$ cat src/rtl/mult_share_arbiter.sv
// rtl/mult_share_arbiter.sv - round-robin arbiter sharing one sequential multiplier
// between N_REQ requesters, with start/done sequencing and a WAIT timeout.
module mult_share_arbiter #(
  parameter int N_REQ   = 4,
  parameter int W       = 8,
  parameter int TIMEOUT = 64
) (
  input  logic                       clk,
  input  logic                       reset_n,
  input  logic [N_REQ-1:0]           req_valid,
  output logic [N_REQ-1:0]           req_ready,
  input  logic [N_REQ*W-1:0]         req_a,
  input  logic [N_REQ*W-1:0]         req_b,
  output logic [N_REQ-1:0]           rsp_valid,
  input  logic [N_REQ-1:0]           rsp_ready,
  output logic [2*W-1:0]             rsp_product,
  output logic                       rsp_err,
  output logic                       busy,
  output logic [$clog2(N_REQ)-1:0]   grant_id,
  output logic                       mult_start,
  output logic [W-1:0]               mult_a,
  output logic [W-1:0]               mult_b,
  input  logic [2*W-1:0]             mult_product,
  input  logic                       mult_done
);

  localparam int IW = $clog2(N_REQ);
  localparam int EW = IW + 1;
  localparam int CW = $clog2(TIMEOUT);
  localparam logic [EW-1:0] N_EXT    = EW'(N_REQ);
  localparam logic [CW-1:0] CNT_LAST = CW'(TIMEOUT - 1);

  typedef enum logic [1:0] {S_IDLE, S_ISSUE, S_WAIT, S_RESP} state_t;

  state_t          state, next_state;
  logic [IW-1:0]   rr_ptr;
  logic [CW-1:0]   tmo_cnt;
  logic            timeout_hit;
  logic            win_found;
  logic [IW-1:0]   win_id;
  logic [EW-1:0]   cand;
  logic [W-1:0]    a_arr [N_REQ];
  logic [W-1:0]    b_arr [N_REQ];

  always_comb begin
    for (int i = 0; i < N_REQ; i++) begin
      a_arr[i] = req_a[i*W +: W];
      b_arr[i] = req_b[i*W +: W];
    end
  end

  // Search upward from rr_ptr+1 with wrap; the widened index avoids overflow on wrap.
  always_comb begin
    win_found = 1'b0;
    win_id    = '0;
    cand      = '0;
    for (int k = 1; k <= N_REQ; k++) begin
      cand = {1'b0, rr_ptr} + EW'(k);
      if (cand >= N_EXT) cand = cand - N_EXT;
      if (!win_found && req_valid[cand[IW-1:0]]) begin
        win_found = 1'b1;
        win_id    = cand[IW-1:0];
      end
    end
  end

  assign timeout_hit = (tmo_cnt == CNT_LAST);
  assign busy        = (state != S_IDLE);

  always_ff @(posedge clk) begin
    if (!reset_n) state <= S_IDLE;
    else          state <= next_state;
  end

  always_comb begin
    next_state = state;
    req_ready  = '0;
    case (state)
      S_IDLE: begin
        if (win_found) begin
          req_ready[win_id] = 1'b1;
          next_state        = S_ISSUE;
        end
      end
      S_ISSUE: next_state = S_WAIT;
      S_WAIT:  if (mult_done || timeout_hit) next_state = S_RESP;
      S_RESP:  if (rsp_ready[grant_id]) next_state = S_IDLE;
      default: next_state = S_IDLE;
    endcase
  end

  always_ff @(posedge clk) begin
    if (!reset_n) begin
      rr_ptr      <= IW'(N_REQ - 1);
      grant_id    <= '0;
      mult_start  <= 1'b0;
      mult_a      <= '0;
      mult_b      <= '0;
      rsp_valid   <= '0;
      rsp_product <= '0;
      rsp_err     <= 1'b0;
      tmo_cnt     <= '0;
    end else begin
      mult_start <= 1'b0;
      case (state)
        S_IDLE: begin
          if (win_found) begin
            grant_id   <= win_id;
            mult_a     <= a_arr[win_id];
            mult_b     <= b_arr[win_id];
            mult_start <= 1'b1;
          end
        end
        S_ISSUE: tmo_cnt <= '0;
        S_WAIT: begin
          tmo_cnt <= tmo_cnt + 1'b1;
          // A done arriving on the timeout cycle still delivers a good product.
          if (mult_done) begin
            rsp_product         <= mult_product;
            rsp_err             <= 1'b0;
            rsp_valid[grant_id] <= 1'b1;
          end else if (timeout_hit) begin
            rsp_product         <= '0;
            rsp_err             <= 1'b1;
            rsp_valid[grant_id] <= 1'b1;
          end
        end
        S_RESP: begin
          if (rsp_ready[grant_id]) begin
            rsp_valid <= '0;
            rr_ptr    <= grant_id;
          end
        end
        default: ;
      endcase
    end
  end

endmodule

$ cat config.mk
export PLATFORM = sky130hd
export DESIGN_NAME = mult_share_arbiter
export DESIGN_NICKNAME = d
export VERILOG_FILES = /design/src/rtl/mult_share_arbiter.sv
export SDC_FILE = /design/constraint.sdc
export NUM_CORES = 1
export LEC_CHECK = 0
export ABC_CLOCK_PERIOD_IN_PS = 1840
export BUFFER_PORTS_ARGS = -buffer_cell sky130_fd_sc_hd__buf_2
export CAP_MARGIN = 20
export CORE_UTILIZATION = 33
export CTS_CLUSTER_DIAMETER = 80
export DETAILED_ROUTE_END_ITERATION = 12
export PLACE_DENSITY_LB_ADDON = 0.25
export SETUP_SLACK_MARGIN = 0.02
export SYNTH_ARGS = -nofsm -noshare
export SYNTH_HDL_FRONTEND = slang
export SYNTH_SLANG_ARGS = --single-unit
$ cat constraint.sdc
create_clock -name clk -period 1.84 [get_ports clk]
set_input_delay 0.092 -clock clk [delete_from_list [all_inputs] [get_ports clk]]
set_output_delay 0.092 -clock clk [all_outputs]
set_load 0.005 [all_outputs]
# After elaboration in Yosys (flattened, before gate mapping)
# Index checks and enable logic that the tools add are counted.
[op_classes]
n_addsub = 9
n_lt_le_gt_ge = 13
n_eq_ne = 8
muxes = 48
n_bitwise = 2
n_reduce_logical = 20
[ops]
columns = ["operator", "count"]
rows = [
  ["$bmux 8 s2", 2],
  ["$mux 16", 2],
  ["$mux 8", 4],
  ["$mux 2", 11],
  ["$mux 4", 5],
  ["$lt 2x3->1 const B", 6],
  ["$ge 3x3->1 const B", 5],
  ["$mux 1", 14],
  ["$pmux 6 s2", 1],
  ["$bmux 1 s2", 5],
  ["$pmux 2 s4", 1],
  ["$pmux 4 s2", 1],
  ["$reduce_and 2->1", 4],
  ["$reduce_bool 2->1", 4],
  ["$sub 2x1->2 const B", 4],
  ["$add 2x2->3 const B", 2],
  ["$add 6x1->6 const B", 1],
  ["$eq 6x6->1 const B", 1],
  ["$ne 2x2->1 const B", 3],
  ["$reduce_and 3->1", 2],
  ["$logic_and 1x1->1", 5],
  ["$demux 1 s2", 2],
  ["$eq 2x2->1 const B", 2],
  ["$ge 2x1->1 const B", 2],
  ["9 further kinds", 11],
]
[totals]
reg_bits = 50
input_bits = 91
output_inout_bits = 45
word_cells = 110

# Depth between registers and ports, before layout
# Gate-level depths: netlist (run 1).
[depth]
depth_word = 21
mapped_depth = 8
depth_no_buf = 7

# Worst setup path after synthesis (run 1)
# No wires, ideal clock.
[synth_path]
kind = "reg2reg"
from = "reg tmo_cnt[0]"
to = "reg rsp_err"
setup_time_ns = 0.120
arrival_time_ns = 1.523
t_required_ns = 1.720
path_slack_ns = 0.197
stages_incl_launch_ff = 9
n_path_buf = 2
period_less_slack_ns = 1.643
cell_sequence = "dfxtp_1 > ha_1 > and3_1 > a31oi_4 > nand2b_4 > buf_6 > buf_6 > nor2b_1 > nor3b_2"
[synth_via]
elab_chain_len = 3
[synth_rtl]
columns = ["element", "line_no", "source"]
rows = [
  ["from (decl)", "37", "logic [CW-1:0] tmo_cnt;"],
  ["from (signal assigned)", "116", "tmo_cnt <= tmo_cnt + 1'b1;"],
  ["$eq 6x6->1", "67", "assign timeout_hit = (tmo_cnt == CNT_LAST);"],
  ["$reduce_bool 2->1 (no source line)", "-", ""],
  ["$reduce_and 2->1 (no source line)", "-", ""],
  ["to (signal assigned)", "101", "rsp_err <= 1'b0;"],
  ["to (signal assigned)", "120", "rsp_err <= 1'b0;"],
  ["to (signal assigned)", "124", "rsp_err <= 1'b1;"],
  ["to (decl)", "17", "output logic rsp_err,"],
]
# No other way between the ends.
# A chain may end at the register's enable or synchronous reset.

# Worst setup path after layout (run 1)
[layout_path]
from = "reg rr_ptr[1]"
to = "out req_ready[0]"
[layout_via]
elab_chain_len = 21
word_cells_on_any_way = 45
cone_classes = "add/sub: 8; order compare: 6; mux: 24; reduce/logical: 7"
[layout_rtl]
columns = ["element", "line_no", "source"]
rows = [
  ["from (decl)", "36", "logic [IW-1:0] rr_ptr;"],
  ["from (signal assigned)", "94", "rr_ptr <= IW'(N_REQ - 1);"],
  ["from (signal assigned)", "131", "rr_ptr <= grant_id;"],
  ["$add 2x1->3", "58", "cand = {1'b0, rr_ptr} + EW'(k);"],
  ["$ge 3x3->1 or $sub 2x1->2 (tied branches)", "59", "if (cand >= N_EXT) cand = cand - N_EXT;"],
  ["$mux 2", "59", ""],
  ["$bmux 1 s2", "60", "if (!win_found && req_valid[cand[IW-1:0]]) begin"],
  ["$mux 1 (implied by the code)", "60", ""],
  ["$mux 1", "60", ""],
  ["$logic_not 1->1", "60", ""],
  ["$logic_and 1x1->1", "60", ""],
  ["[5 not listed]", "-", ""],
  ["$logic_and 1x1->1", "60", ""],
  ["$mux 2", "60", ""],
  ["$lt 2x3->1 (implied by the code) or $ge 2x1->1 (tied branches)", "81", "req_ready[win_id] = 1'b1;"],
  ["$logic_and 1x1->1 (implied by the code)", "81", ""],
  ["$mux 1 (implied by the code)", "81", ""],
  ["$demux 1 s2", "81", ""],
  ["$mux 4 *", "80", "if (win_found) begin"],
  ["$mux 4 *", "78", "case (state)"],
  ["to (decl)", "11", "output logic [N_REQ-1:0] req_ready,"],
]
# Mark *: on every way between the ends. The rest lies on a longest branch, timed or not. The select of a mux whose other input is x is not followed.

==> impl_metrics.env, run 1 <==
export IMPL_dieArea_mm2=0.00827
export IMPL_num_vias=2362
export IMPL_antenna_found_initial=0
export IMPL_max_cap_violations=0
export IMPL_n_fill_cell=779
export IMPL_syn_cell_area_mm2=0.00261
export IMPL_cts_root_buf="clkbuf_8"
export IMPL_dpl_worst_slack_ns=0.0730
export IMPL_postRouteAntennaNets=0
export IMPL_cellPowerDensity_mw_per_mm2=1040
export IMPL_routedWlPerCell_um=12.8
export IMPL_p_leak_nw=1.59
export IMPL_crit_chain="mux2i_1, o22a_1, o21ai_4, nor3_1, buf_2"
export IMPL_clk_pin_slew_worst_paths_ns=0.10
export IMPL_synth_cell_type_count=47
export IMPL_finalCritPeriodShare=0.935
export IMPL_die_y_um=90.9
export IMPL_crit_cells=5
export IMPL_first_global_vias=2278
export IMPL_wl_met3_um=378
export IMPL_synth_seq_cells=50
export IMPL_antennaDiodeCount=0
export IMPL_rsz0062_at_grt="false"
export IMPL_core_area_mm2=0.00769
export IMPL_tightest_slew_ns=0.462
export IMPL_syn_area_per_cell_um2=10.1
export IMPL_top_layer="met4"
export IMPL_setup_tns_ns=0
export IMPL_gr_usage_all_layers=0.148
export IMPL_whs_ns=0.0548
export IMPL_skew_ns=0.00645
export IMPL_synthCells=259
export IMPL_synthArstFlopShare=0
export IMPL_end_kind="output pin"
export IMPL_synthFlopType="dfxtp_1"
export IMPL_initial_core_util=0.340
export IMPL_slew_headroom=0.689
export IMPL_start_kind="register"
export IMPL_multi_input_area_mm2=0.00144
export IMPL_crit_slowest_cell="dfxtp_2"
export IMPL_nets=485
export IMPL_rows=32
export IMPL_first_pass_iters=6
export IMPL_wl_um=6310
export IMPL_areaGrowthSynthToFinish_pct=30.9
export IMPL_drc=0
export IMPL_viasPerCell=4.79
export IMPL_yosysTopAreaCell="dfxtp_1"
export IMPL_max_stage_delay_ns=0.40
export IMPL_port_buffers=135
export IMPL_yosysSeqAreaShare=0.384
export IMPL_status="finished, final reports clean"
export IMPL_min_path_type="in2reg"
export IMPL_grt_start_max_net_pins=30
export IMPL_ir_drop_v=0.000401
export IMPL_reg2reg_depth=6
export IMPL_grt_pass1_wl_um=10100
export IMPL_wl_met1_um=2670
export IMPL_layout_min_cycle_time_ns=1.72
export IMPL_yosys_top_cells_area="dfxtp_1, mux2i_1, o221ai_2"
export IMPL_syn_nets=354
export IMPL_min_path_cells=3
export IMPL_cts_tree="done"
export IMPL_initialDrtViolationCount=73
export IMPL_drv_slew=0
export IMPL_clock_latency_ns=0.30
export IMPL_gp_congestion=0.832
export IMPL_cts_setup_buffers=0
export IMPL_critPathMaxFanout=7
export IMPL_crit_buf_inv=1
export IMPL_gr_total_overflow=0
export IMPL_worst_slack_ns=0.119
export IMPL_setup_violations=0
export IMPL_die_w_um=90.9
export IMPL_cts_max_level=2
export IMPL_drive_above_1_share=0.448
export IMPL_io_pins=136
export IMPL_max_freq_mhz=581
export IMPL_synth_edf_count=0
export IMPL_crit_family="flip-flops"
export IMPL_post_dp_cell_area_mm2=0.00331
export IMPL_netlist_area_leader_share=0.384
export IMPL_dpl_hpwl_um=4670
export IMPL_critPathKind="reg2out"
export IMPL_cp_data_required_time_ns=1.75
export IMPL_ctsLongestPathBuffers=2
export IMPL_hold_viol=0
export IMPL_cts_sinks=50
export IMPL_register_area_mm2=0.00100
export IMPL_stdcell_area_mm2=0.00342
export IMPL_arrival_ns=1.63
export IMPL_synth_warnings=0
export IMPL_numCtsBuffers=5
export IMPL_dr_wl_met2_um=3230
synth_stat cells, types with 4 or more instances:
cell type	number
a21oi_1	7
a22oi_1	16
buf_6	6
clkbuf_1	4
dfxtp_1	50
ha_1	4
inv_1	5
mux2i_1	33
nand2_1	29
nand3_1	5
nor2_1	14
nor2b_1	17
o221ai_1	5
o221ai_2	11
registers in the layout, summed over array words and instances (netlist names), 2 cells and up:
register,flops
rr_ptr,2
tmo_cnt,6
state,2
mult_b,8
mult_a,8
grant_id,2
rsp_product,16
rsp_valid,4
final cells by class:
| type | count | share of cell area |
|---|---|---|
| Clock inverter | 3 | 0.00732 |
| Timing Repair Buffer | 141 | 0.215 |
| Inverter | 5 | 0.00549 |
| Tap cell | 102 | 0.0373 |
| Multi-Input combinational cell | 187 | 0.422 |
| Sequential cell | 50 | 0.293 |
| Clock buffer | 5 | 0.0201 |
placed cells by master (no fill, tap or decap), types with 2 or more instances in the layout:
cell      Yosys  layout
ha_1          4       4
o221ai_2     11      11
o21ai_0       2       2
o22a_1        2       2
nand2_4       0       2
buf_4         2       5
inv_1         5       5
mux2i_1      33      33
nor3b_1       3       3
buf_2         2     135
nor2b_1      17      17
a21boi_0      3       3
nand2b_1      3       3
a21oi_1       7       7
o221ai_1      5       5
nand3_1       5       5
nor3_1        2       2
nor2_1       14      14
nand4_1       2       2
and3_1        3       3
a22oi_1      16      16
dfxtp_1      50      49
clkbuf_8      0       5
nand2_1      29      29
xor2_1        3       3
through the flow:
step                      std cells  total power [mW]  utilization
after CTS                       493              3.59        0.443
after global placement          485              2.88        0.431
final                           493              3.54        0.444
after floorplan                 259              2.45            -
after detailed placement        485              2.90        0.431
after global routing            493              3.82        0.444
tightest hold or removal path: stages:
cell     delay (ns)
buf_2          0.07
a22oi_1        0.06
nor2b_1        0.09
layer usage:
metal  vias up  track usage
met1      1083        0.171
met4         0       0.0238
li1       1199            -
met2        78        0.277
met3         2       0.0385
met5         -            0
power by group:
group          total, mW  switching (mW)  internal [mW]  leakage, nW
Sequential          1.44           0.128           1.31        0.408
Combinational       1.43           0.763          0.668         1.13
Clock              0.669           0.394          0.275       0.0447
worst paths after layout:
check	from	end	slack [ns]
min	mult_product[6]	rsp_product[6]$_SDFFE_PN0P_	0.05
min reg2reg	mult_b[3]$_SDFFE_PN0P_	mult_b[3]$_SDFFE_PN0P_	0.47
max	rr_ptr[1]$_SDFFE_PN1P_	req_ready[0]	0.12
max reg2reg	tmo_cnt[0]$_SDFFE_PN0P_	rsp_err$_SDFFE_PN0P_	0.17
cells by family after synthesis:
family,after synthesis,synth area share
AO/OA/AOI/OAI,56,0.198
XOR/XNOR,3,0.0101
adder cells (fa/ha/maj),4,0.0192
buffers and inverters,22,0.0714
flip-flops,50,0.384
multiplexers,34,0.135
AND/OR/NAND/NOR,90,0.183
timing repair:
action                                  4_1_cts  5_1_grt
hold buffers                                  0        0
gates resized for setup                       0        4
endpoints found under the setup margin        0       31
No activity file was read; power rests on OpenSTA's default activity.
==> run 2: changes to the inputs <==
--- a/config.mk
+++ b/config.mk
@@ -11,6 +11,7 @@
 export CORE_UTILIZATION = 33
 export CTS_CLUSTER_DIAMETER = 80
 export DETAILED_ROUTE_END_ITERATION = 12
+export HOLD_SLACK_MARGIN = 0.1
 export PLACE_DENSITY_LB_ADDON = 0.25
 export SETUP_SLACK_MARGIN = 0.02
 export SYNTH_ARGS = -nofsm -noshare
==> run 2 against run 1 <==
- clock-buffer cell count did not move
- largest power group is now combinational logic
- routed wire length increased by 10%
- global-route usage increased by 1.5 points
- worst hold slack better by 0.050 ns
- combinational power is 5% higher
- sequential share of layout area is 2.9 points lower
- critical path depth unchanged
==> impl_metrics.env, run 2 (synthesized netlist as in run 1, its figures left out) <==
export IMPL_grt_pass1_wl_um=11100
export IMPL_largest_reg_flops=16
export IMPL_initial_core_util=0.340
export IMPL_worst_slack_ns=0.120
export IMPL_rsz0062_at_grt="false"
export IMPL_final_cell_mix="buf_2, dfxtp_1, dlygate4sd3_1"
export IMPL_top_register="rsp_product"
export IMPL_die_w_um=90.9
export IMPL_dpl_worst_slack_ns=0.0730
export IMPL_grt_start_max_net_pins=30
export IMPL_drc=0
export IMPL_postRouteAntennaNets=0
export IMPL_finalCritPeriodShare=0.935
export IMPL_antennaDiodeCount=0
export IMPL_grt_use_met2=0.305
export IMPL_gp_congestion=0.832
export IMPL_drv_slew=0
export IMPL_met1_usage=0.191
export IMPL_setup_tns_ns=0
export IMPL_end_kind="output pin"
export IMPL_cp_data_required_time_ns=1.75
export IMPL_cts_root_buf="clkbuf_8"
export IMPL_routedWlPerCell_um=13.1
export IMPL_slew_headroom=0.692
export IMPL_grt_met3_usage=0.0385
export IMPL_skew_ns=0.00684
export IMPL_cts_sinks=50
export IMPL_nets=523
export IMPL_hold_viol=0
export IMPL_num_vias=2528
export IMPL_tightest_slew_ns=0.458
export IMPL_initialDrtViolationCount=61
export IMPL_antenna_found_initial=0
export IMPL_first_global_vias=2465
export IMPL_gr_total_overflow=0
export IMPL_critPathKind="reg2out"
export IMPL_cts_max_level=2
export IMPL_gr_usage_all_layers=0.163
export IMPL_layout_min_cycle_time_ns=1.72
export IMPL_dpl_hpwl_um=4670
export IMPL_clock_latency_ns=0.30
export IMPL_setup_violations=0
export IMPL_die_y_um=90.9
export IMPL_port_buffers=135
export IMPL_max_freq_mhz=582
export IMPL_cts_setup_buffers=0
export IMPL_cts_tree="done"
export IMPL_numCtsBuffers=5
export IMPL_cellPowerDensity_mw_per_mm2=950
export IMPL_top_regs="rsp_product (16), mult_a (8), mult_b (8)"
export IMPL_min_path_type="in2reg"
export IMPL_max_cap_violations=0
export IMPL_core_area_mm2=0.00769
export IMPL_wl_um=6940
export IMPL_first_pass_iters=4
export IMPL_top_usage_layer="met2"
export IMPL_io_pins=136
export IMPL_ir_drop_v=0.000420
export IMPL_final_common_cell="buf_2"
export IMPL_status="finished, final reports clean"
export IMPL_clk_pin_slew_worst_paths_ns=0.10
export IMPL_drive_above_1_share=0.408
export IMPL_start_kind="register"
export IMPL_viasPerCell=4.76
export IMPL_n_fill_cell=731
export IMPL_p_leak_nw=1.74
export IMPL_ctsLongestPathBuffers=2
export IMPL_critPathMaxFanout=7
export IMPL_areaGrowthSynthToFinish_pct=45.5
export IMPL_rows=32
export IMPL_arrival_ns=1.63
export IMPL_dieArea_mm2=0.00827
run 2: metal layers:
layer	up-vias	share of wire
li1	1273	-
met2	79	0.52
met1	1172	0.43
met5	-	0
met3	4	0.051
met4	0	0.0073
run 2: power breakdown:
part           internal, mW  leakage, nW  switching [mW]
Clock                 0.275       0.0447           0.394
Sequential             1.31        0.408           0.129
Combinational         0.721         1.29           0.780
run 2: what timing repair did:
action                                 CTS  global route
setup endpoints to repair                0            30
gates resized for setup                  0             4
endpoints found under the hold margin   24             1
hold buffers                            37             1
run 2: critical path: stages, from the launching register on:
cell     delay [ns]
dfxtp_2        0.40
mux2i_1        0.22
o22a_1         0.22
o21ai_4        0.11
nor3_1         0.24
buf_2          0.15
run 2: through the flow:
stage | utilization | instance area, µm² | total power, mW | hold WS (ns) | cells
2_1_floorplan | - | 2610 | 2.45 | 0.258 | 259
3_3_place_gp | 0.431 | 3310 | 2.88 | 0.360 | 485
3_5_place_dp | 0.431 | 3310 | 2.90 | 0.369 | 485
4_1_cts | 0.491 | 3770 | 3.65 | 0.100 | 530
5_1_grt | 0.494 | 3800 | 3.90 | 0.102 | 531
6_report | 0.494 | 3800 | 3.61 | 0.105 | 531
run 2: final timing paths:
kind	start	to	slack, ns	cells after the start
worst max-delay path	rr_ptr[1]$_SDFFE_PN1P_	req_ready[0]	0.12	5
worst min-delay path	req_b[23]	mult_b[7]$_SDFFE_PN0P_	0.10	3
worst max register to register	tmo_cnt[0]$_SDFFE_PN0P_	rsp_err$_SDFFE_PN0P_	0.17	6
worst min register to register	mult_b[3]$_SDFFE_PN0P_	mult_b[3]$_SDFFE_PN0P_	0.47	2
run 2: final cells by class:
class	instances	area (µm²)	area share
Sequential cell	50	1000	0.264
Timing Repair Buffer	179	1110	0.293
Inverter	5	18.8	0.00494
Clock buffer	5	68.8	0.0181
Tap cell	102	128	0.0336
Multi-Input combinational cell	187	1440	0.380
Clock inverter	3	25.0	0.00659
